## src/rtl/uart_boot_loader.sv

```systemverilog
// Boot loader: drives the UART MMIO registers to pull a length-prefixed image into IMEM.
// Latency: >=2 MMIO cycles per byte after rx_rdy; IMEM write one cycle after the 4th byte of a word.
// Backpressure: polls UART status every idle cycle; stalls indefinitely until header byte 0, then times out.
//
// Ports: clk/rst (async active-high); start/busy/done/error control; words_loaded progress;
//        mmio_* initiator bus to the UART (mmio_fetch is same-cycle read data); imem_* write port.
module uart_boot_loader #(
    parameter logic [31:0] BASE_ADDR   = 32'h0000_2000,
    parameter logic [31:0] BAUD_DIV    = 32'd434,
    parameter int          IMEM_AW     = 14,
    parameter logic [31:0] TIMEOUT_CYC = 32'd5_000_000
) (
    input  logic               clk,
    input  logic               rst,
    input  logic               start,
    output logic               busy,
    output logic               done,
    output logic               error,
    output logic [IMEM_AW:0]   words_loaded,
    output logic [31:0]        mmio_address,
    output logic [31:0]        mmio_store,
    output logic               mmio_read,
    output logic               mmio_enable,
    input  logic [31:0]        mmio_fetch,
    output logic               imem_we,
    output logic [IMEM_AW-1:0] imem_addr,
    output logic [31:0]        imem_wdata
);

    typedef enum logic [3:0] {
        S_IDLE, S_SET_BAUD, S_POLL_RX, S_READ_CHAR, S_HDR_CHK,
        S_WRITE_MEM, S_SEND, S_TX_WAIT, S_TX_POLL, S_FIN
    } state_t;

    localparam logic [32:0] MAX_WORDS = 33'd1 << IMEM_AW;
    localparam logic [31:0] ADDR_BAUD = BASE_ADDR;
    localparam logic [31:0] ADDR_GETC = BASE_ADDR + 32'h4;
    localparam logic [31:0] ADDR_SETC = BASE_ADDR + 32'h8;
    localparam logic [31:0] ADDR_STAT = BASE_ADDR + 32'hC;

    state_t             state, state_nx;
    logic [31:0]        shreg;
    logic [IMEM_AW:0]   count_q;
    logic [31:0]        tmo;
    logic [1:0]         byte_idx;
    logic               hdr_phase;
    logic               started;
    logic               nak;
    logic               live;       // 0 only while/just after reset so every output reads 0 in reset
    logic [31:0]        addr_q;
    logic [31:0]        addr_cur;
    logic [IMEM_AW:0]   wl_inc;
    logic               unused_fetch;

    assign unused_fetch = ^mmio_fetch[31:8];
    assign wl_inc       = words_loaded + {{IMEM_AW{1'b0}}, 1'b1};
    assign busy         = (state != S_IDLE) && (state != S_FIN);
    assign imem_addr    = words_loaded[IMEM_AW-1:0];
    assign imem_wdata   = shreg;
    // Address holds its last accessed value on idle cycles.
    assign mmio_address = mmio_enable ? addr_cur : addr_q;

    always_comb begin
        state_nx    = state;
        mmio_enable = 1'b0;
        mmio_read   = live;
        mmio_store  = 32'h0;
        addr_cur    = addr_q;
        imem_we     = 1'b0;
        case (state)
            S_IDLE: if (start) state_nx = S_SET_BAUD;
            S_SET_BAUD: begin
                mmio_enable = 1'b1;
                mmio_read   = 1'b0;
                addr_cur    = ADDR_BAUD;
                mmio_store  = BAUD_DIV;
                state_nx    = S_POLL_RX;
            end
            S_POLL_RX: begin
                mmio_enable = 1'b1;
                mmio_read   = 1'b1;
                addr_cur    = ADDR_STAT;
                if (mmio_fetch[1])
                    state_nx = S_READ_CHAR;
                else if (started && (tmo >= TIMEOUT_CYC - 32'd1))
                    state_nx = S_SEND;
            end
            S_READ_CHAR: begin
                mmio_enable = 1'b1;
                mmio_read   = 1'b1;
                addr_cur    = ADDR_GETC;
                if (byte_idx == 2'd3)
                    state_nx = hdr_phase ? S_HDR_CHK : S_WRITE_MEM;
                else
                    state_nx = S_POLL_RX;
            end
            S_HDR_CHK: begin
                if (shreg == 32'h0 || {1'b0, shreg} > MAX_WORDS)
                    state_nx = S_SEND;
                else
                    state_nx = S_POLL_RX;
            end
            S_WRITE_MEM: begin
                imem_we  = 1'b1;
                state_nx = (wl_inc == count_q) ? S_SEND : S_POLL_RX;
            end
            S_SEND: begin
                mmio_enable = 1'b1;
                mmio_read   = 1'b0;
                addr_cur    = ADDR_SETC;
                mmio_store  = nak ? 32'h15 : 32'h06;
                state_nx    = S_TX_WAIT;
            end
            // Dead cycle lets the UART drop tx_done before the first status poll.
            S_TX_WAIT: state_nx = S_TX_POLL;
            S_TX_POLL: begin
                mmio_enable = 1'b1;
                mmio_read   = 1'b1;
                addr_cur    = ADDR_STAT;
                if (mmio_fetch[0]) state_nx = S_FIN;
            end
            S_FIN:   state_nx = S_IDLE;
            default: state_nx = S_IDLE;
        endcase
    end

    always_ff @(posedge clk or posedge rst) begin
        if (rst) begin
            state        <= S_IDLE;
            live         <= 1'b0;
            addr_q       <= 32'h0;
            shreg        <= 32'h0;
            count_q      <= '0;
            tmo          <= 32'h0;
            byte_idx     <= 2'd0;
            hdr_phase    <= 1'b0;
            started      <= 1'b0;
            nak          <= 1'b0;
            done         <= 1'b0;
            error        <= 1'b0;
            words_loaded <= '0;
        end else begin
            state <= state_nx;
            live  <= 1'b1;
            if (mmio_enable) addr_q <= mmio_address;
            case (state)
                S_IDLE: if (start) begin
                    done         <= 1'b0;
                    error        <= 1'b0;
                    words_loaded <= '0;
                    byte_idx     <= 2'd0;
                    hdr_phase    <= 1'b1;
                    started      <= 1'b0;
                    nak          <= 1'b0;
                    tmo          <= 32'h0;
                    shreg        <= 32'h0;
                end
                S_POLL_RX: begin
                    if (!mmio_fetch[1] && started) tmo <= tmo + 32'd1;
                    if (state_nx == S_SEND) nak <= 1'b1;
                end
                S_READ_CHAR: begin
                    shreg[{byte_idx, 3'b000} +: 8] <= mmio_fetch[7:0];
                    byte_idx <= byte_idx + 2'd1;
                    started  <= 1'b1;
                    tmo      <= 32'h0;
                end
                S_HDR_CHK: begin
                    count_q   <= shreg[IMEM_AW:0];
                    hdr_phase <= 1'b0;
                    if ({1'b0, shreg} > MAX_WORDS) nak <= 1'b1;
                end
                S_WRITE_MEM: words_loaded <= wl_inc;
                S_TX_POLL: if (mmio_fetch[0]) begin
                    done  <= ~nak;
                    error <= nak;
                end
                default: ;
            endcase
        end
    end

endmodule

```

## config.mk

```make
export PLATFORM = sky130hd
export DESIGN_NAME = uart_boot_loader
export DESIGN_NICKNAME = d
export VERILOG_FILES = /design/src/rtl/uart_boot_loader.sv
export SDC_FILE = /design/constraint.sdc
export NUM_CORES = 1
export LEC_CHECK = 0
export BUFFER_PORTS_ARGS = -buffer_cell sky130_fd_sc_hd__buf_2
export CAP_MARGIN = 20
export CORE_MARGIN = 10
export CORE_UTILIZATION = 58
export DETAILED_ROUTE_END_ITERATION = 16
export PLACE_DENSITY = 0.95
export SYNTH_ARGS = -nofsm -noshare
export SYNTH_HDL_FRONTEND = slang
export SYNTH_SLANG_ARGS = --single-unit
export TNS_END_PERCENT = 20
```

## constraint.sdc

```tcl
create_clock -name clk -period 7.1 [get_ports clk]
set_input_delay 1.065 -clock clk [delete_from_list [all_inputs] [get_ports clk]]
set_output_delay 1.065 -clock clk [all_outputs]
set_load 0.05 [all_outputs]
```

# [Word level (Yosys, flattened, before mapping)]
# Cells that the tools add are included.
[op_classes] n_reduce_logical=24 bitwise_logic=1 add_sub_neg=4 order_cmp=2 n_eq_ne=17 n_shift=2 muxes=36
[op_table] op="$pmux 32 s4" count=1
[op_table] op="$mux 32" count=3
[op_table] op="$pmux 32 s3" count=1
[op_table] op="$pmux 32 s2" count=1
[op_table] op="$pmux 4 s9" count=1
[op_table] op="$add 32x1->32 const B" count=1
[op_table] op="$bwmux 32" count=1
[op_table] op="$ge 32x23->1 const B" count=1
[op_table] op="$gt 32x15->1 const B" count=1
[op_table] op="$logic_not 32->1" count=1
[op_table] op="$shift 8x7->32 const A" count=1
[op_table] op="$shiftx 8x7->32" count=1
[op_table] op="$pmux 15 s2" count=1
[op_table] op="$eq 4x3->1 const B" count=5
[op_table] op="$pmux 9 s2" count=1
[op_table] op="$mux 4" count=4
[op_table] op="$add 15x1->15 const B" count=1
[op_table] op="$eq 15x15->1" count=1
[op_table] op="$mux 15" count=1
[op_table] op="$ne 2x2->1 const B" count=5
[op_table] op="$pmux 1 s2" count=5
[op_table] op="$mux 1" count=9
[op_table] op="$mux 3" count=3
[op_table] op="$eq 4x2->1 const B" count=2
[op_table] op="24 further kinds" count=34
[word_totals] elab_cells=99 input_bits=35 ff_bits=138 output_inout_bits=131

# [Depth between registers and ports, before layout]
# Gate-level depths: netlist (run 1).
[logic_depth] word_depth=8 ltp_mapped=8 depth_no_buf=7

# [Worst setup path before layout (run 1)]
# Ideal clock, no wire load.
[synth_path] kind="reg2out" from="reg state[0]" to="out mmio_store[4]" required_time_ns=6.035 path_buffers=1 arrival_ns=2.245 slack_ns=3.790 path_stages_with_launch=5 cell_sequence="dfrtp_1 -> buf_2 -> nand2b_1 -> nor3_1 -> or2_2"
[synth_between] elab_chain_cells=2 elab_cells_between_ends=3 classes_between="2 x eq/ne; 1 x mux"
[synth_rtl] item="start: declaration" line="41" rtl="state_t state, state_nx;"
[synth_rtl] item="start signal: assignment" line="143" rtl="state <= state_nx;"
[synth_rtl] item="$eq 4x3->1 / $eq 4x1->1 (equally long branches)" line="70" rtl="case (state)"
[synth_rtl] item="$pmux 9 s2 (*)" line="70"
[synth_rtl] item="end: declaration" line="21" rtl="output logic [31:0] mmio_store,"
# Every way passes the cells marked *; elsewhere a longest branch is shown, timed or not.

# [Worst setup path after layout (run 1)]
[layout_path] from="reg state[1]" to="out imem_we"
[layout_between] elab_chain_cells=2
[layout_rtl] item="$eq 4x3->1" line="70"
[layout_rtl] item="$mux 1" line="70"
[layout_rtl] item="end: declaration" line="25" rtl="output logic imem_we,"
# No other way between the ends.

==> impl_metrics.csv, run 1 <==
group,metric,value,unit
sta,rsz0062_at_grt,"false",
hold_path,hold_depth,1,
routing,dr.pass1.iters,5,
finish,final_util,0.6731,
routing,vias,5641,
sta,skew,0.008188,ns
sta,finalSetupViolCount,0,
clock_tree,cts.sinks,138,
sta,timing.fmax,265.8,MHz
power,power_frac_comb,0.344,
sta,period_minus_slack,3.762,ns
floorplan,ios,166,
hold_path,min-delay-path-class,"flop to flop",
clock_tree,cts_hold_buf,0,
worst_setup_path,cp-start-kind,"flop",
worst_setup_path,slowest_delay,0.72,ns
synth,avgSynthCellArea,10.00,um2
placement,dp_hpwl,11990,um
finish,drive_gt1_frac,0.2294,
global_route,grt_use_met1,0.2618,
global_route,grtUsageMet3,0.07343,
synth,synth-async-reset-ratio,1.000,
global_route,use_met2,0.3314,
floorplan,num_rows,40,
floorplan,die_h,130.2,um
power,clock_power_share,0.302,
finish,seqCellArea,3453,um2
floorplan,coreArea,11960,um2
worst_setup_path,cp.arrival,2.70,ns
synth,synth_warnings,0,
routing,drtIter0Drc,543,
clock_tree,clk_pin_slew,0.06,ns
power,power.switching,1.259,mW
worst_setup_path,r2r-start,"state[1]$_DFF_PP0_",
sta,tns,0,ns
clock_tree,cts_max_path_buffers,2,
synth,synth-seq-area-share,0.4905,
finish,antenna_cells,0,
clock_tree,cts-htree-levels,4,
finish,multi_input_comb_area,3147,um2
synth,synth_seq_cells,138,
worst_setup_path,crit_chain,"nand2b_1 -> or2_1 -> inv_1 -> buf_2",
worst_setup_path,critPathKind,"flop to output pin",
sta,hold_viol_final,0,
synth,ys.flop_type,"dfrtp_1",
placement,place_congestion,0.8418,
synth,syn_inst,704,
worst_setup_path,worst-endpoint-required,6.03,ns
global_route,grt_start_max_net_pins,77,
floorplan,fp.dieArea,16950,um2
finish,nNetsFinal,831,
worst_setup_path,cp-end-kind,"output pin",
power,worst_ir_drop_vdd,217.6,uV
global_route,gr-total-overflow,0,
floorplan,chipWidth,130.2,um
worst_setup_path,rr_endpoint,"words_loaded[11]$_DFFE_PP0P_",
routing,drcViolationCount,0,
job,drv_cap,0,
clock_tree,cts_root_buf,"clkbuf_16",
power,p_seq_frac,0.354,
synth,ys_types,62,
sta,slew_headroom,0.3031,
worst_setup_path,cp_max_fo,20,
sta,post-route-period-util,0.5299,
finish,nFillCells,864,
global_route,antenna_found_initial,0,
power,swShare,0.4196,
global_route,grtUsageTotal,0.2119,
synth,synth-edff-count,0,
worst_setup_path,slowest_stage,"dfrtp_1",
routing,routed_wirelength,17500,um
sta,worst_pin_slew,1.043,ns
routing,ant_nets,0,
clock_tree,cts_tree,"built",
global_route,grt_pass1_wl,28420,um
placement,port_buffers,116,
clock_tree,cts_resized,0,
floorplan,start_util,0.5886,
worst_setup_path,cp_num_buf_inv,2,
synth,mappedNetlistArea,7041,um2
routing,vias_per_cell,5.944,
clock_tree,clock_latency,0.42,ns
power,leakagePower,4.068,nW
worst_setup_path,cp_top_family,"simple AND/OR/NAND/NOR gates",
global_route,grt_busiest_layer,"met2",
sta,maxSlewViolCount,0,
finish,area_delta_synth_final,14.36,%
hold_path,hold_end,"addr_q[13]$_DFFE_PP0N_",
worst_setup_path,r2r_slack,3.95,ns
hold_path,hold_start,"addr_q[13]$_DFFE_PP0N_",
routing,wire_per_inst,18.44,um
power,powerDensity,372.8,nW/um2
run_status,status,"finished clean",
clock_tree,post_cts_buffers,0,
clock_tree,cts_made_buffers,17,
global_route,grt_pass1_vias,5570,
worst_setup_path,ff2ff_path_depth,6,
power,p_int,1.742,mW
how the worst max path moves through the flow:
stage                                   from  slack (ns)  cells past startpoint               endpoint
final                     state[1]$_DFF_PP0_        3.34                      4                imem_we
after detailed placement  state[1]$_DFF_PP0_        3.86                      4                imem_we
after CTS                 state[1]$_DFF_PP0_        3.41                      4                imem_we
after global placement    state[1]$_DFF_PP0_        3.90                      4                imem_we
after global routing      state[1]$_DFF_PP0_        3.21                      4                imem_we
after floorplan                          rst        2.34                      1  addr_q[0]$_DFFE_PP0N_
logic make-up after synthesis:
family,after synthesis,share of synthesized area
AND/OR/NAND/NOR,284,0.2198
flip-flops,138,0.4905
AO/OA/AOI/OAI,120,0.1152
buffers and inverters,89,0.07588
XOR/XNOR,46,0.05722
multiplexers,19,0.02968
adder cells (fa/ha/maj),6,0.01066
other,2,0.001067
flip-flops by register name, summed over array words and instances (netlist names):
| register | cells |
|---|---|
| byte_idx | 2 |
| done | 1 |
| imem_wdata | 32 |
| live | 1 |
| hdr_phase | 1 |
| started | 1 |
| state | 4 |
| tmo | 32 |
| addr_q | 32 |
| error | 1 |
| count_q | 15 |
| words_loaded | 15 |
| nak | 1 |
power groups by stage:
stage | sequential (mW) | combinational (mW) | clock (mW)
finish | 1.06 | 1.03 | 0.907
global route | 1.08 | 1.11 | 0.953
CTS | 1.06 | 1.03 | 0.913
detailed placement | 1.06 | 1.01 | 0
global placement | 1.06 | 0.987 | 0
floorplan | 1.25 | 0.633 | 0
cell usage in the layout (no fill, tap or decap), types with 3 or more instances in the layout:
cell / synthesis / layout
a211oi_1: 3 / 3
a21oi_1: 16 / 16
a22o_1: 32 / 32
a22oi_1: 3 / 3
a31oi_1: 3 / 3
and2_1: 62 / 62
and3_1: 5 / 5
and4_1: 7 / 7
buf_2: 4 / 116
buf_4: 43 / 4
bufinv_16: 0 / 3
clkbuf_16: 0 / 17
clkinv_4: 0 / 5
clkinvlp_4: 0 / 3
conb_1: 2 / 26
dfrtp_1: 138 / 138
ha_1: 6 / 6
inv_1: 12 / 11
mux2_2: 15 / 15
mux2i_1: 4 / 4
nand2_1: 47 / 47
nand2b_1: 5 / 5
nand3_1: 29 / 29
nand4_1: 18 / 18
nor2_1: 59 / 59
nor2b_1: 5 / 5
nor3_1: 7 / 7
nor3_2: 3 / 3
nor4_1: 13 / 13
o21ai_0: 43 / 42
o31ai_1: 4 / 4
or3_1: 3 / 3
or3_2: 3 / 3
xnor2_1: 16 / 16
xor2_1: 30 / 30
per-layer routing:
| layer | wire length (um) | share of wire | vias up |
|---|---|---|---|
| li1 | - | - | 2565 |
| met1 | 6945 | 0.40 | 2757 |
| met2 | 8288 | 0.47 | 280 |
| met3 | 1800 | 0.10 | 39 |
| met4 | 462 | 0.026 | 0 |
| met5 | 0 | 0 | - |
per-stage QoR:
stage                     std cells  total power, mW  instance area, um2  hold WS, ns  worst slack (ns)
after CTS                       949            2.997                8051       0.4697             3.405
after global placement          918            2.043                7442       0.4419             3.903
after global routing            949            3.136                8051       0.4910             3.211
after detailed placement        918            2.078                7442       0.4562             3.858
after floorplan                 728            1.878                7131       0.4247             2.339
final                           949            3.001                8051       0.4657             3.338
synth_stat cells (4+ instances only):
| cell type | count | area share |
|---|---|---|
| nand3_1 | 29 | 0.021 |
| dfrtp_1 | 138 | 0.49 |
| xor2_1 | 30 | 0.037 |
| and3_1 | 5 | 0.0044 |
| nor2b_1 | 5 | 0.0044 |
| mux2_2 | 15 | 0.024 |
| nor3_1 | 7 | 0.0050 |
| inv_1 | 12 | 0.0064 |
| o21ai_0 | 43 | 0.031 |
| a21oi_1 | 16 | 0.011 |
| and4_1 | 7 | 0.0087 |
| nor2_1 | 59 | 0.031 |
| o31ai_1 | 4 | 0.0043 |
| mux2i_1 | 4 | 0.0057 |
| and2_1 | 62 | 0.055 |
| clkbuf_1 | 25 | 0.013 |
| nand4_1 | 18 | 0.016 |
| ha_1 | 6 | 0.011 |
| buf_4 | 43 | 0.046 |
| xnor2_1 | 16 | 0.020 |
| nor4_1 | 13 | 0.012 |
| buf_2 | 4 | 0.0028 |
| nand2_1 | 47 | 0.025 |
| buf_6 | 4 | 0.0064 |
| a22o_1 | 32 | 0.040 |
| nand2b_1 | 5 | 0.0044 |
worst reg2reg max path: stages, from the launching register on:
cell and delay, ns:
dfrtp_1 0.72, nand2b_1 0.20, or2_1 0.60, inv_1 0.43, nor2_1 0.73, o21ai_0 0.23
o31ai_1 0.13
cell type report:
type / instances / area share
Multi-Input combinational cell: 501 / 0.3908
Tap cell: 147 / 0.02284
Sequential cell: 138 / 0.4289
Clock buffer: 18 / 0.05455
Timing Repair Buffer: 120 / 0.07584
Clock inverter: 13 / 0.02113
Inverter: 12 / 0.005905
No activity file was read; power rests on OpenSTA's default activity.
==> run 2: changes to the inputs <==
CORE_UTILIZATION = 54   (was 58)
PLACE_DENSITY = 0.9   (was 0.95)
clock period = 3.8 ns   (was 7.1 ns; I/O delays follow)
==> impl_metrics.csv, run 2 (same netlist as run 1, synthesis figures left out) <==
group,metric,value,unit
run_status,status,"finished clean",
sta,post-route-period-util,0.7644,
worst_setup_path,r2r_slack,1.16,ns
floorplan,start_util,0.5556,
clock_tree,cts_tree,"built",
global_route,grtUsageTotal,0.1952,
sta,finalSetupViolCount,0,
floorplan,die_h,134.2,um
sta,maxSlewViolCount,0,
placement,port_buffers,116,
worst_setup_path,crit_chain,"mux2i_1 -> o21ai_2 -> buf_4 -> and2_1 -> buf_2",
clock_tree,cts-htree-levels,4,
finish,final_common_cell,"dfrtp_1",
routing,wire_per_inst,18.01,um
worst_setup_path,ff2ff_path_depth,7,
clock_tree,post_cts_buffers,0,
finish,nNetsFinal,835,
clock_tree,clock_latency,0.42,ns
power,swShare,0.4184,
global_route,gr-total-overflow,0,
sta,skew,0.006726,ns
global_route,grt_pass1_vias,5574,
global_route,antenna_found_initial,0,
worst_setup_path,slowest_stage,"dfrtp_1",
clock_tree,cts_max_path_buffers,2,
worst_setup_path,cp_max_fo,61,
clock_tree,cts_root_buf,"clkbuf_16",
clock_tree,clk_pin_slew,0.06,ns
routing,dr.pass1.iters,5,
power,power.switching,2.287,mW
worst_setup_path,cp_top_family,"flip-flops",
worst_setup_path,slowest_delay,0.73,ns
finish,drive_gt1_frac,0.2283,
sta,timing.fmax,344.3,MHz
finish,antenna_cells,0,
power,clock_power_share,0.287,
power,power_frac_comb,0.350,
routing,vias,5599,
routing,routed_wirelength,17620,um
finish,final_util,0.6369,
clock_tree,cts_resized,0,
floorplan,ios,166,
finish,layout_common_cells,"138 x dfrtp_1, 116 x buf_2, 62 x and2_1, 59 x nor2_1, 47 x nand2_1",
placement,dp.cells,947,
worst_setup_path,cp_num_buf_inv,2,
worst_setup_path,worst-endpoint-required,3.23,ns
floorplan,fp.dieArea,18010,um2
floorplan,coreArea,12670,um2
placement,placement.cell_area,7517,um2
floorplan,chipWidth,134.2,um
sta,worst_pin_slew,1.032,ns
routing,ant_nets,0,
job,drv_cap,0,
clock_tree,cts_hold_buf,0,
worst_setup_path,cp-start-kind,"flop",
worst_setup_path,cp-end-kind,"output pin",
sta,period_minus_slack,2.905,ns
clock_tree,cts_made_buffers,17,
worst_setup_path,cp.arrival,2.33,ns
routing,vias_per_cell,5.725,
finish,area_delta_synth_final,14.63,%
routing,drtIter0Drc,583,
finish,final_area,8070,um2
clock_tree,cts.sinks,138,
finish,nFillCells,997,
worst_setup_path,rr_endpoint,"tmo[21]$_DFFE_PP0P_",
worst_setup_path,r2r-start,"state[0]$_DFF_PP0_",
worst_setup_path,critPathKind,"flop to output pin",
global_route,grt_start_max_net_pins,62,
floorplan,num_rows,41,
sta,slew_headroom,0.3106,
power,p_seq_frac,0.363,
power,leakagePower,4.076,nW
placement,dp_hpwl,11800,um
sta,hold_viol_final,0,
sta,rsz0062_at_grt,"false",
hold_path,min-delay-path-class,"primary input to asynchronous set/reset pin",
sta,tns,0,ns
finish,final_cells,978,
power,powerDensity,677.3,nW/um2
power,p_int,3.179,mW
placement,place_congestion,0.8802,
power,worst_ir_drop_vdd,489.3,uV
global_route,grt_pass1_wl,28640,um
routing,drcViolationCount,0,
-- run 2: changes by cell type in the layout (fill, tap and decap cells not counted) --
cell / change
clkinv_2: +5
buf_4: +3
inv_6: -1
bufinv_16: -1
clkbuf_1: +4
buf_12: +1
inv_4: -1
clkinv_4: -4
clkinvlp_4: -2
-- run 2: how the worst max path moves through the flow --
stage / from / endpoint / depth (start not counted)
finish: state[1]$_DFF_PP0_ / mmio_address[12] / 5
global route: state[1]$_DFF_PP0_ / mmio_address[12] / 5
CTS: state[1]$_DFF_PP0_ / mmio_address[12] / 5
detailed placement: state[0]$_DFF_PP0_ / tmo[21]$_DFFE_PP0P_ / 7
global placement: state[0]$_DFF_PP0_ / tmo[21]$_DFFE_PP0P_ / 7
floorplan: state[0]$_DFF_PP0_ / mmio_store[4] / 4
-- run 2: area by class of cell --
type,count,area [um2],share of cell area
Tap cell,172,215.2,0.02667
Clock inverter,9,98.84,0.01225
Inverter,12,48.80,0.006047
Timing Repair Buffer,124,653.1,0.08093
Multi-Input combinational cell,501,3147,0.3899
Clock buffer,22,454.2,0.05628
Sequential cell,138,3453,0.4279
-- run 2: worst register-to-register path, delay by kind of cell (launching register included) --
kind	cells	cell delay (ns)
simple gates	4	1.16
buf+inv	1	0.25
flops	1	0.69
compound gates	2	0.45
-- run 2: metal layers --
layer	part of all wire	track usage
met4	0.021	0.07376
met5	0	0
met1	0.40	0.2341
met3	0.11	0.09149
met2	0.47	0.2992
-- run 2: power groups by stage --
stage | registers [mW] | clock network [mW] | logic, mW
floorplan | 2.33 | 0 | 1.18
finish | 1.99 | 1.57 | 1.91
CTS | 1.97 | 1.58 | 1.92
detailed placement | 1.99 | 0 | 1.89
global placement | 1.98 | 0 | 1.86
global route | 2.01 | 1.66 | 2.05
-- run 2: per-stage QoR --
step	hold slack (ns)	total power, mW	setup WS, ns
2_1_floorplan	0.4247	3.510	0.9846
3_3_place_gp	0.4424	3.836	1.328
3_5_place_dp	0.4625	3.874	1.263
4_1_cts	0.3842	5.474	0.8877
5_1_grt	0.4294	5.718	0.6978
6_report	0.3641	5.466	0.8953
